==> src/rtl/muldiv_sequencer.sv <==
// muldiv_sequencer: iterative MUL/MULHU/DIVU/REMU controller that steps the
// shared EX-stage ALU through ITER add/subtract iterations.
// Ports: clk, rst (sync, active-high), start/op/src_a/src_b request,
//   busy (CALC), done (one-cycle pulse), result (held until next done),
//   alu_a/alu_b/alu_ctrl to the ALU, alu_result back from the ALU.
module muldiv_sequencer #(
    parameter int ITER = 32
) (
    input  logic        clk,
    input  logic        rst,
    input  logic        start,
    input  logic [1:0]  op,
    input  logic [31:0] src_a,
    input  logic [31:0] src_b,
    output logic        busy,
    output logic        done,
    output logic [31:0] result,
    output logic [31:0] alu_a,
    output logic [31:0] alu_b,
    output logic [2:0]  alu_ctrl,
    input  logic [31:0] alu_result
);

    localparam int CW = $clog2(ITER);
    localparam logic [2:0] ALU_ADD = 3'b000;
    localparam logic [2:0] ALU_SUB = 3'b001;

    typedef enum logic [1:0] {
        IDLE = 2'd0,
        CALC = 2'd1,
        DONE = 2'd2
    } state_t;

    state_t state;
    state_t state_nxt;

    logic [31:0]   hi;
    logic [31:0]   lo;
    logic [31:0]   opnd;
    logic [CW-1:0] cnt;
    logic [1:0]    op_q;

    logic          div_zero;
    logic          last;
    logic          carry;
    logic          ge;
    logic [31:0]   hi_nxt;
    logic [31:0]   lo_nxt;

    // op[1] selects divide; a zero divisor skips the iterations entirely
    assign div_zero = op[1] && (src_b == 32'd0);
    assign last     = (cnt == CW'(ITER - 1));

    always_ff @(posedge clk) begin
        if (rst) begin
            state <= IDLE;
        end else begin
            state <= state_nxt;
        end
    end

    always_comb begin
        state_nxt = state;
        busy      = 1'b0;
        done      = 1'b0;
        unique case (state)
            IDLE: begin
                if (start) begin
                    state_nxt = div_zero ? DONE : CALC;
                end
            end
            CALC: begin
                busy = 1'b1;
                if (last) begin
                    state_nxt = DONE;
                end
            end
            DONE: begin
                done      = 1'b1;
                state_nxt = IDLE;
            end
            default: begin
                state_nxt = IDLE;
            end
        endcase
    end

    // ALU drive: shift-add for multiply, restoring subtract for divide
    always_comb begin
        alu_a    = 32'd0;
        alu_b    = 32'd0;
        alu_ctrl = ALU_ADD;
        if (state == CALC) begin
            if (op_q[1]) begin
                alu_ctrl = ALU_SUB;
                alu_a    = {hi[30:0], lo[31]};
                alu_b    = opnd;
            end else begin
                alu_ctrl = ALU_ADD;
                alu_a    = hi;
                alu_b    = lo[0] ? opnd : 32'd0;
            end
        end
    end

    // Carry-out of the add and "no borrow" of the subtract, rebuilt from
    // operand and result MSBs. For divide, hi[31] is bit 32 of the shifted
    // partial remainder, which alone guarantees it exceeds the divisor.
    always_comb begin
        carry = (alu_a[31] & alu_b[31])
              | ((alu_a[31] | alu_b[31]) & ~alu_result[31]);
        ge    = hi[31]
              | (alu_a[31] & ~alu_b[31])
              | (~(alu_a[31] ^ alu_b[31]) & ~alu_result[31]);
        if (op_q[1]) begin
            hi_nxt = ge ? alu_result : alu_a;
            lo_nxt = {lo[30:0], ge};
        end else begin
            hi_nxt = {carry, alu_result[31:1]};
            lo_nxt = {alu_result[0], lo[31:1]};
        end
    end

    always_ff @(posedge clk) begin
        if (rst) begin
            hi     <= 32'd0;
            lo     <= 32'd0;
            opnd   <= 32'd0;
            cnt    <= '0;
            op_q   <= 2'd0;
            result <= 32'd0;
        end else begin
            unique case (state)
                IDLE: begin
                    if (start) begin
                        op_q <= op;
                        hi   <= 32'd0;
                        lo   <= src_a;
                        opnd <= src_b;
                        cnt  <= '0;
                        if (div_zero) begin
                            result <= op[0] ? src_a : 32'hFFFF_FFFF;
                        end
                    end
                end
                CALC: begin
                    hi  <= hi_nxt;
                    lo  <= lo_nxt;
                    cnt <= cnt + 1'b1;
                    if (last) begin
                        // op[0] picks the upper half: MULHU and REMU
                        result <= op_q[0] ? hi_nxt : lo_nxt;
                    end
                end
                default: begin
                end
            endcase
        end
    end

endmodule

==> config.mk <==
export PLATFORM = sky130hd
export DESIGN_NAME = muldiv_sequencer
export DESIGN_NICKNAME = d
export VERILOG_FILES = /design/src/rtl/muldiv_sequencer.sv
export SDC_FILE = /design/constraint.sdc
export NUM_CORES = 1
export LEC_CHECK = 0
export CAP_MARGIN = 25
export CORE_MARGIN = 2
export CORE_UTILIZATION = 54
export DETAILED_ROUTE_END_ITERATION = 10
export HOLD_SLACK_MARGIN = 0.02
export MAX_ROUTING_LAYER = met4
export PLACE_DENSITY = 0.83
export REMOVE_ABC_BUFFERS = 1
export SLEW_MARGIN = 40
export SYNTH_ARGS = -nofsm -noshare
export SYNTH_HDL_FRONTEND = slang
export SYNTH_SLANG_ARGS = --single-unit
==> constraint.sdc <==
create_clock -name clk -period 7.4 [get_ports clk]
set_clock_uncertainty 0.05 [all_clocks]
set_input_delay 1.48 -clock clk [delete_from_list [all_inputs] [get_ports clk]]
set_output_delay 1.48 -clock clk [all_outputs]
set_load 0.005 [all_outputs]
==> impl_metrics.ini <==
[cts]
cts_setup_buffers = 0
clk-insertion-delay-late_ns = 0.41
htree_levels = 4
cts_tree = done
postCtsHoldBufs = 0
cts_max_path_buffers = 2
clock_sinks = 137
clk_pin_slew_ns = 0.05
cts_made_buffers = 17
cts_root_buf = clkbuf_16
cts_resized = 0

[run]
max_cap_viol_count = 0

[floorplan]
die-area_sq_um = 15910
core_sq_um = 14530
initial_core_util_pct = 55.42
num_rows = 44
die_w_microns = 126.1
die_h_microns = 126.1
ioPinCount = 202

[sta]
clock.fmax_ghz = 0.2226
tns_ns = 0
fin_crit_sh_pct = 60.70
timing.final.ws_setup_ns = 2.908
tightest_slew_ns = 0.8216
rsz0062_at_grt = no
max_slew_margin_pct = 45.22
finalSetupViolCount = 0
hold_violations = 0
finalMaxSlewViolations = 0
finalCriticalPeriod_ns = 4.492

[worst_hold_path]
min-delay-path-class = reg -> reg
hp-start = opnd[5]$_SDFFE_PP0P_

[power_and_ir_drop]
p_leak_nw = 3.756
finalPower_w = 0.001903
powerDensity_nw_per_um2 = 181.2
vdd_ir_drop_max_v = 0.0001360

[cells_and_area]
syn2layout_area_growth_pct = 30.37
finalNetCount = 1212
layout-drive-gt1-share_pct = 9.937
final_common_cell = clkdlybuf4s50_1
diodes = 0
layout_common_cells = clkdlybuf4s50_1, nor2_1, dfxtp_1

[drt]
vias = 8138
first_pass_iters = 5
wl_per_cell_microns = 18.75
drtAntennaViolNets = 0
wirelength_microns = 24390
first_iter_violations = 968
drc = 0
viasPerCell = 6.255

[global_routing]
grt_pass1_vias = 7448
grt_max_degree = 95
overflow = 0
antenna_found_initial = 0
grtUsageTotal_pct = 30.52
grt_pass1_wl_microns = 38880

[setup_path]
crit_path_max_incr_delay_ns = 0.69
path_cells = nand2b_4, inv_2, buf_4, clkdlybuf4s50_1
crit_required_ns = 5.87
critPathSlowestCell = inv_2
cp-startpoint = state[0]$_SDFFE_PP0P_
start_kind = register
crit_fanout = 51
endpoint_kind = output pin
path_class = reg -> out
reg2reg_from = state[1]$_SDFFE_PP0P_
cp.arrival_ns = 2.96

[placement]
gp_congestion = 0.8692
dp_slack_ns = 3.095
portBuffers = 199
hpwl_microns = 15070

[yosys]
synth-seq-cells = 137
synthCells = 979
synth-edff-count = 0
synthDistinctLibCells = 47
yosysWarnings = 0
synth_seq_area_share_pct = 34.05
synth.avg_cell_area_sq_um = 8.228
synth_flop_cell = dfxtp_1
async_flop_share_pct = 0
syn-cell-area_sq_um = 8055

[run_status]
status = complete, no violations
-- Yosys cell counts, types with 2 or more instances --
library cell	instances	share of area, %
or3_1	2	0.16
a211o_1	2	0.22
o32ai_1	19	2.1
a31oi_1	18	1.4
a311oi_1	12	1.3
o21ai_0	22	1.4
a22oi_1	38	3.5
nand3_1	2	0.12
buf_4	3	0.28
buf_6	5	0.70
o41ai_2	27	5.5
a21oi_1	56	3.5
inv_1	4	0.19
nand2_1	96	4.5
a211oi_1	13	1.2
nand4_1	21	1.6
clkbuf_1	79	3.7
mux2i_1	69	8.6
a221oi_1	12	1.3
ha_1	5	0.78
and2_1	46	3.6
a222oi_1	2	0.25
o21ba_2	13	1.6
buf_1	16	0.75
nand4b_1	32	3.5
mux2_2	21	2.9
nor4_1	6	0.47
o41ai_1	3	0.33
buf_2	2	0.12
or2_2	3	0.23
o21a_1	13	1.2
nor2_1	165	7.7
nand2b_1	2	0.16
dfxtp_1	137	34
-- sequential cells by signal, summed over array words and instances, names as in the netlist --
register and cells:
cnt 5, hi 32, op_q 2, opnd 32, lo 32, result 32, state 2
-- logic make-up (layout without fill, tap and decap cells) --
logic type	Yosys count	after routing	synth area share [%]
AO/OA/AOI/OAI	254	254	25.18
adder cells (fa/ha/maj)	5	5	0.7766
buffers and inverters	109	246	5.716
flip-flops	137	137	34.05
multiplexers	90	90	11.51
other	1	2	0.04655
AND/OR/NAND/NOR	383	383	22.72
-- path summary, 6_finish.rpt --
path | to | slack (ns) | cells past startpoint
max reg2reg | result[8]$_SDFFE_PP0P_ | 3.51 | 10
max | busy | 2.91 | 4
min reg2reg | opnd[5]$_SDFFE_PP0P_ | 0.40 | 2
min | opnd[5]$_SDFFE_PP0P_ | 0.40 | 2
-- worst max-delay path, delay by kind of cell (launching register included) --
| family | cells | cell delay [ns] |
|---|---|---|
| buf+inv | 3 | 1.68 |
| flops | 1 | 0.45 |
| simple gates | 1 | 0.39 |
-- power breakdown --
group          internal (W)  switching [W]  leakage, nW
Sequential         0.000772      0.0000372         1.12
Clock              0.000458       0.000299        0.257
Combinational      0.000154       0.000183         2.38
Total               0.00138       0.000519         3.76
-- metrics by stage --
step | util, % | cell area [sq um] | cells | hold WS, ns
5_1_grt | 72.25 | 10500 | 1301 | 0.4206
4_1_cts | 72.12 | 10480 | 1300 | 0.3999
6_report | 72.25 | 10500 | 1301 | 0.3989
3_3_place_gp | 68.45 | 9948 | 1270 | 0.3869
2_1_floorplan | - | 7614 | 875 | 0.3757
3_5_place_dp | 68.55 | 9963 | 1270 | 0.3927
-- metal layers --
metal	wire [microns]	track usage, %	up-vias
li1	-	-	3823
met1	10450	39.36	3854
met2	11610	47.66	393
met3	1555	5.395	68
met4	764	12.22	0
met5	0	-	-
-- layout make-up --
| class | instances | area [sq um] |
|---|---|---|
| Clock buffer | 27 | 503.0 |
| Clock inverter | 3 | 15.01 |
| Fill cell | 1087 | 4033 |
| Inverter | 4 | 15.01 |
| Multi-Input combinational cell | 734 | 4881 |
| Sequential cell | 137 | 2750 |
| Tap cell | 184 | 230.2 |
| Timing Repair Buffer | 212 | 2107 |
Power figures use the tool's default switching activity.
